--- src/rtl/big_ula_seq_if.sv ---
`default_nettype none
// ============================================================================
// big_ula_seq_if : control-unit <-> arithmetic unit handshake and operand bus
// Rev 1.0
// ============================================================================
interface big_ula_seq_if #(
  parameter int W = 29
);
  logic         start;
  logic         op;
  logic         sign_a;
  logic         sign_b;
  logic [W-1:0] fract_a;
  logic [W-1:0] fract_b;
  logic [W-1:0] result;
  logic         sign_out;
  logic         busy;
  logic         done;

  modport master (
    output start, op, sign_a, sign_b, fract_a, fract_b,
    input  result, sign_out, busy, done
  );

  modport slave (
    input  start, op, sign_a, sign_b, fract_a, fract_b,
    output result, sign_out, busy, done
  );
endinterface
`default_nettype wire

--- src/rtl/big_ula_seq.sv ---
`default_nettype none
// ============================================================================
// big_ula_seq : sign-magnitude add (1 cycle) / shift-add multiply (27 cycles)
// Rev 1.0
// ============================================================================
module big_ula_seq #(
  parameter int W        = 29,
  parameter int MUL_BITS = 27
) (
  input  wire logic     clk,
  input  wire logic     reset,
  big_ula_seq_if.slave  bus
);
  localparam int ACC_W = 2 * MUL_BITS;
  localparam int CW    = $clog2(MUL_BITS + 1);

  typedef enum logic [1:0] {
    IDLE = 2'd0,
    ADD  = 2'd1,
    MUL  = 2'd2,
    DONE = 2'd3
  } state_t;

  state_t         state_q, state_d;
  logic           op_q, op_d;
  logic           sign_a_q, sign_a_d;
  logic           sign_b_q, sign_b_d;
  logic [W-1:0]   a_q, a_d;
  logic [W-1:0]   b_q, b_d;
  logic [ACC_W-1:0] acc_q, acc_d;
  logic [CW-1:0]  cnt_q, cnt_d;
  logic [W-1:0]   result_q, result_d;
  logic           sign_out_q, sign_out_d;

  logic [ACC_W-1:0] partial;
  logic [ACC_W-1:0] product;
  logic [W-1:0]     sum;
  logic             a_gt_b;

  always_ff @(posedge clk or posedge reset) begin
    if (reset) begin
      state_q    <= IDLE;
      op_q       <= 1'b0;
      sign_a_q   <= 1'b0;
      sign_b_q   <= 1'b0;
      a_q        <= '0;
      b_q        <= '0;
      acc_q      <= '0;
      cnt_q      <= '0;
      result_q   <= '0;
      sign_out_q <= 1'b0;
    end else begin
      state_q    <= state_d;
      op_q       <= op_d;
      sign_a_q   <= sign_a_d;
      sign_b_q   <= sign_b_d;
      a_q        <= a_d;
      b_q        <= b_d;
      acc_q      <= acc_d;
      cnt_q      <= cnt_d;
      result_q   <= result_d;
      sign_out_q <= sign_out_d;
    end
  end

  // Only the hidden one and mantissa bits [26:0] take part in the product.
  assign partial = b_q[cnt_q]
                 ? ({{MUL_BITS{1'b0}}, a_q[MUL_BITS-1:0]} << cnt_q)
                 : '0;
  assign product = acc_q + partial;
  assign sum     = a_q + b_q;
  assign a_gt_b  = (a_q > b_q);

  always_comb begin
    state_d    = state_q;
    op_d       = op_q;
    sign_a_d   = sign_a_q;
    sign_b_d   = sign_b_q;
    a_d        = a_q;
    b_d        = b_q;
    acc_d      = acc_q;
    cnt_d      = cnt_q;
    result_d   = result_q;
    sign_out_d = sign_out_q;

    case (state_q)
      IDLE: begin
        if (bus.start) begin
          op_d     = bus.op;
          sign_a_d = bus.sign_a;
          sign_b_d = bus.sign_b;
          a_d      = bus.fract_a;
          b_d      = bus.fract_b;
          acc_d    = '0;
          cnt_d    = '0;
          state_d  = bus.op ? MUL : ADD;
        end
      end

      ADD: begin
        if (sign_a_q == sign_b_q) begin
          result_d   = sum;
          sign_out_d = sign_a_q;
        end else if (a_gt_b) begin
          result_d   = a_q - b_q;
          sign_out_d = sign_a_q;
        end else if (b_q > a_q) begin
          result_d   = b_q - a_q;
          sign_out_d = sign_b_q;
        end else begin
          result_d   = '0;
          sign_out_d = 1'b0;
        end
        state_d = DONE;
      end

      MUL: begin
        acc_d = product;
        cnt_d = cnt_q + 1'b1;
        if (cnt_q == CW'(MUL_BITS - 1)) begin
          // Top W-1 product bits become the fraction; the rest fold into sticky.
          result_d    = {1'b0, product[ACC_W-1 -: W-1]};
          result_d[0] = product[ACC_W-W+1] | (|product[ACC_W-W:0]);
          sign_out_d  = sign_a_q ^ sign_b_q;
          state_d     = DONE;
        end
      end

      DONE: begin
        if (!bus.start) state_d = IDLE;
      end

      default: state_d = IDLE;
    endcase
  end

  assign bus.result   = result_q;
  assign bus.sign_out = sign_out_q;
  assign bus.busy     = (state_q == ADD) || (state_q == MUL);
  assign bus.done     = (state_q == DONE);

  logic unused_op;
  assign unused_op = op_q;
endmodule
`default_nettype wire

--- src/flat_wrapper.sv ---
// flat-port wrapper written by rule: the top's interface ports become plain ports
module big_ula_seq_flat 
#(
  parameter int W        = 29,
  parameter int MUL_BITS = 27
)
  (clk, reset, bus_start, bus_op, bus_sign_a, bus_sign_b, bus_fract_a, bus_fract_b, bus_result, bus_sign_out, bus_busy, bus_done);
  big_ula_seq_if #(.W(W)) bus_i ();
  input  wire logic clk;
  input  wire logic reset;
  input wire logic [$bits(bus_i.start)-1:0] bus_start;
  input wire logic [$bits(bus_i.op)-1:0] bus_op;
  input wire logic [$bits(bus_i.sign_a)-1:0] bus_sign_a;
  input wire logic [$bits(bus_i.sign_b)-1:0] bus_sign_b;
  input wire logic [$bits(bus_i.fract_a)-1:0] bus_fract_a;
  input wire logic [$bits(bus_i.fract_b)-1:0] bus_fract_b;
  output wire logic [$bits(bus_i.result)-1:0] bus_result;
  output wire logic [$bits(bus_i.sign_out)-1:0] bus_sign_out;
  output wire logic [$bits(bus_i.busy)-1:0] bus_busy;
  output wire logic [$bits(bus_i.done)-1:0] bus_done;
  assign bus_i.start = bus_start;
  assign bus_i.op = bus_op;
  assign bus_i.sign_a = bus_sign_a;
  assign bus_i.sign_b = bus_sign_b;
  assign bus_i.fract_a = bus_fract_a;
  assign bus_i.fract_b = bus_fract_b;
  assign bus_result = bus_i.result;
  assign bus_sign_out = bus_i.sign_out;
  assign bus_busy = bus_i.busy;
  assign bus_done = bus_i.done;
  big_ula_seq #(.W(W), .MUL_BITS(MUL_BITS)) u_core (.clk(clk), .reset(reset), .bus(bus_i));
endmodule
--- config.mk ---
export PLATFORM = sky130hd
export DESIGN_NAME = big_ula_seq_flat
export DESIGN_NICKNAME = d
export VERILOG_FILES = /design/src/rtl/big_ula_seq_if.sv /design/src/rtl/big_ula_seq.sv /design/src/flat_wrapper.sv
export SDC_FILE = /design/constraint.sdc
export NUM_CORES = 1
export LEC_CHECK = 0
export BUFFER_PORTS_ARGS = -buffer_cell sky130_fd_sc_hd__buf_2
export CAP_MARGIN = 0
export CORE_UTILIZATION = 40
export CTS_CLUSTER_SIZE = 8
export DETAILED_ROUTE_END_ITERATION = 8
export GPL_ROUTABILITY_DRIVEN = 0
export MAX_ROUTING_LAYER = met4
export PLACE_DENSITY = 0.55
export SLEW_MARGIN = 25
export SYNTH_ARGS = -nofsm -noshare
export SYNTH_HDL_FRONTEND = slang
export SYNTH_SLANG_ARGS = --single-unit
export TNS_END_PERCENT = 5
--- constraint.sdc ---
create_clock -name clk -period 11.15 [get_ports clk]
set_input_delay 2.23 -clock clk [delete_from_list [all_inputs] [get_ports clk]]
set_output_delay 2.23 -clock clk [all_outputs]
set_load 0.005 [all_outputs]
==> results.md <==
* Startpoint Class: flip-flop
* CP endpoint kind: flip-flop
* Initial Utilization at 40.9%
* # IOs at 96
* Most frequent cells in the layout: a21oi_1 (179), nand2_1 (173), nor2_1 (166)
* Clk buf depth at 2
* Clock sinks at 151
* Fin crit period at 6180 ps
* Kind of critical path: flip-flop to flip-flop
* Hold Slack at 476 ps
* Vias per cell at 6.25
* Total setup buffers inserted after CTS at 0
* Fin. Hold Viols at 0
* Status: completed
* Via count at 15,601
* Initial DRC Count at between 1,500 and 2,000
* Antenna Cells at 0
* Synth-to-layout area growth at 8.94%
* Top layer in use: met4
* Commonest non-fill, non-tap cell in the layout: a21oi_1
* Layout cell share with drive strength beyond 1 at 13.8%
* Die height at about 200 um
* DP Wirelength at 45,300 um
* Sequential fraction of the synthesis area at 23.7%
* Ys async rst share at 100%
* Die width at 201 um
* Final setup vio count at 0
* Clock Latency Late Sink at 470 ps
* Setup TNS at 0 ps
* GRT Util Overall at 29.7%
* Crit-path max FO at 50
* # Max-Cap Violations at 0
* Largest net degree at the start of global routing at 77
* Synth Area per Inst at 8.16 um^2
* Worst hold path class: flip-flop to flip-flop
* Worst setup path end: u_core.bus.result[27]
* Relative slew slack at 25.4%
* Final WL at 58,500 um
* H-tree depth at 4
* Worst-Margin Slew at 1120 ps
* CTS clock-pin slew for the worst setup and hold paths at 70 ps
* EDFF count, synth at 0
* First-pass GRT wire length at 90,200 um
* Grt total ovfl at 0
* Total CTS buffers at 17
* Cell Rows at 72
* Met2 routed WL at about 26,000 um
* CP Launch Point: u_core.cnt_q[1]
* Non-Filler Instances at 2,498
* Root buf cell: clkbuf_16
* CORE AREA at 0.0389 mm^2
* Synthesized area at 0.0159 mm^2
* Fmax at 162 MHz
* DRT Pass-1 Iters at 6
* IO Port Bufs at 95
* Reg2Reg Depth at 19
* CTS tree: done
* Final Skew at 14.2 ps
* Reg2reg start: u_core.cnt_q[1]
* Fin. max-slew vios at 0
* Metal3 WL at 4510 um
* Vias in the first global route at 14,744
* Reg-to-reg critical path endpoint: u_core.bus.result[27]
* M1 WL at 26,200 um
* DR WL/cell at 23.4 um
* Critical Path AT at 6530 ps
* Flops & latches, synth at ~150
* FF-to-FF setup slack at between 4000 and 5000 ps
* RSZ-0062 raised after global routing: false
* DR DRC count at 0
* Post-synth cell types at 94
* Fin crit share at a little under three fifths
* Post-CTS resize count at 0
* Hold Buf Count CTS at 0
* Remaining antenna violation count at 0
* Inst Count DP at about 2,500
* Nets at 2,179
* Most common flop cell mapped by yosys: dfrtp_1
* Yosys Warn Count at 0
* Die area at about 0.04 mm^2
* Syn nets at 2,162
* Worst Path Required at 11,500 ps
* Cells after Synth at about 2,000
* Initial antenna violation count at 0
==> worst min-delay path by stage <==
stage               slack (ps)  depth (start not counted)        startpoint               end
floorplan                  440                          2  u_core.acc_q[27]  u_core.acc_q[27]
global placement           460                          2  u_core.acc_q[27]  u_core.acc_q[27]
detailed placement         460                          2   u_core.acc_q[2]   u_core.acc_q[2]
CTS                        480                          2  u_core.acc_q[27]  u_core.acc_q[27]
global route               490                          2  u_core.acc_q[27]  u_core.acc_q[27]
finish                     480                          2   u_core.acc_q[2]   u_core.acc_q[2]
==> sequential cells by signal (all words and copies together), names as in the netlist <==
register / cells
u_core.cnt_q: 5
u_core.sign_b_q: 1
u_core.sign_a_q: 1
u_core.bus.sign_out: 1
u_core.acc_q: 54
u_core.bus.result: 29
u_core.a_q: 29
u_core.b_q: 29
u_core.state_q: 2
==> Yosys cell counts (11+ instances only) <==
cell type  instances  area [um^2]
a211oi_1          31          233
a21o_1            53          398
a21oi_1          180          901
a221o_1           20          200
a221oi_1          11         96.3
a22o_1            33          289
a31oi_1           16          100
and3_1            12         75.1
buf_1             19         71.3
buf_2             12         60.1
clkbuf_1          76          285
dfrtp_1          151         3780
ha_1             144         1800
inv_1            114          428
mux2_2            75          845
mux2i_1           29          290
mux4_2            20          450
nand2_1          174          653
nand2b_1          12         75.1
nand3_1           35          175
nand4_1           24          150
nor2_1           167          627
nor2b_1           15         93.8
nor3_1            34          170
o211ai_1          17          128
o21a_1            13         97.6
o21ai_0          140          701
o21bai_1          32          240
o221ai_1          11         96.3
o22a_1            12          105
o31ai_1           16          120
xnor2_1           62          543
xor2_1            18          158
==> cell type report <==
class | instances | area, um^2
clock buffer | 22 | 474
clock inverter | 10 | 120
fill | 3965 | 21600
inverter | 119 | 452
multi-input combinational | 1567 | 11300
sequential | 151 | 3780
tap | 518 | 648
timing repair buffer | 111 | 599
==> stage by stage <==
stage | util [%] | area (um^2) | setup WS [ps]
after floorplan | - | 15900 | 4860
after global routing | 44.6 | 17300 | 4550
final | 44.6 | 17300 | 4970
after CTS | 44.5 | 17300 | 4850
after detailed placement | 43.0 | 16700 | 4880
after global placement | 43.0 | 16700 | 4970
==> metal layers <==
metal	GRT usage [%]	vias up
met3	6.37	90
met1	39.6	7570
li1	-	7230
met5	-	-
met4	8.47	0
met2	45.0	711
==> critical path, stage by stage, from the launching register on <==
cell and delay, ps:
dfrtp_2 1020, mux4_2 360, nor2_1 40, a31oi_1 250, nand2_1 90, nand3_1 330, inv_1 150, a21oi_4 590
a211oi_1 110, ha_1 430, a21oi_1 170, o21ai_0 140, o41ai_1 410, o32ai_1 160, a211oi_2 480, o21bai_2 220
a221oi_2 410, and4bb_2 280, nor3b_1 60, a221o_1 320
==> cells by family after synthesis <==
logic type,Yosys count,share of synthesized area [%]
simple gates,534,15.5
buf+inv,232,5.80
fa+ha+maj,148,11.8
mux,124,9.96
flops,151,23.7
xor+xnor,80,4.40
compound gates,681,28.8
Power is left out: the tool's default activity adds up to more than one toggle a clock period on the data nets, which glitch-free logic cannot reach.
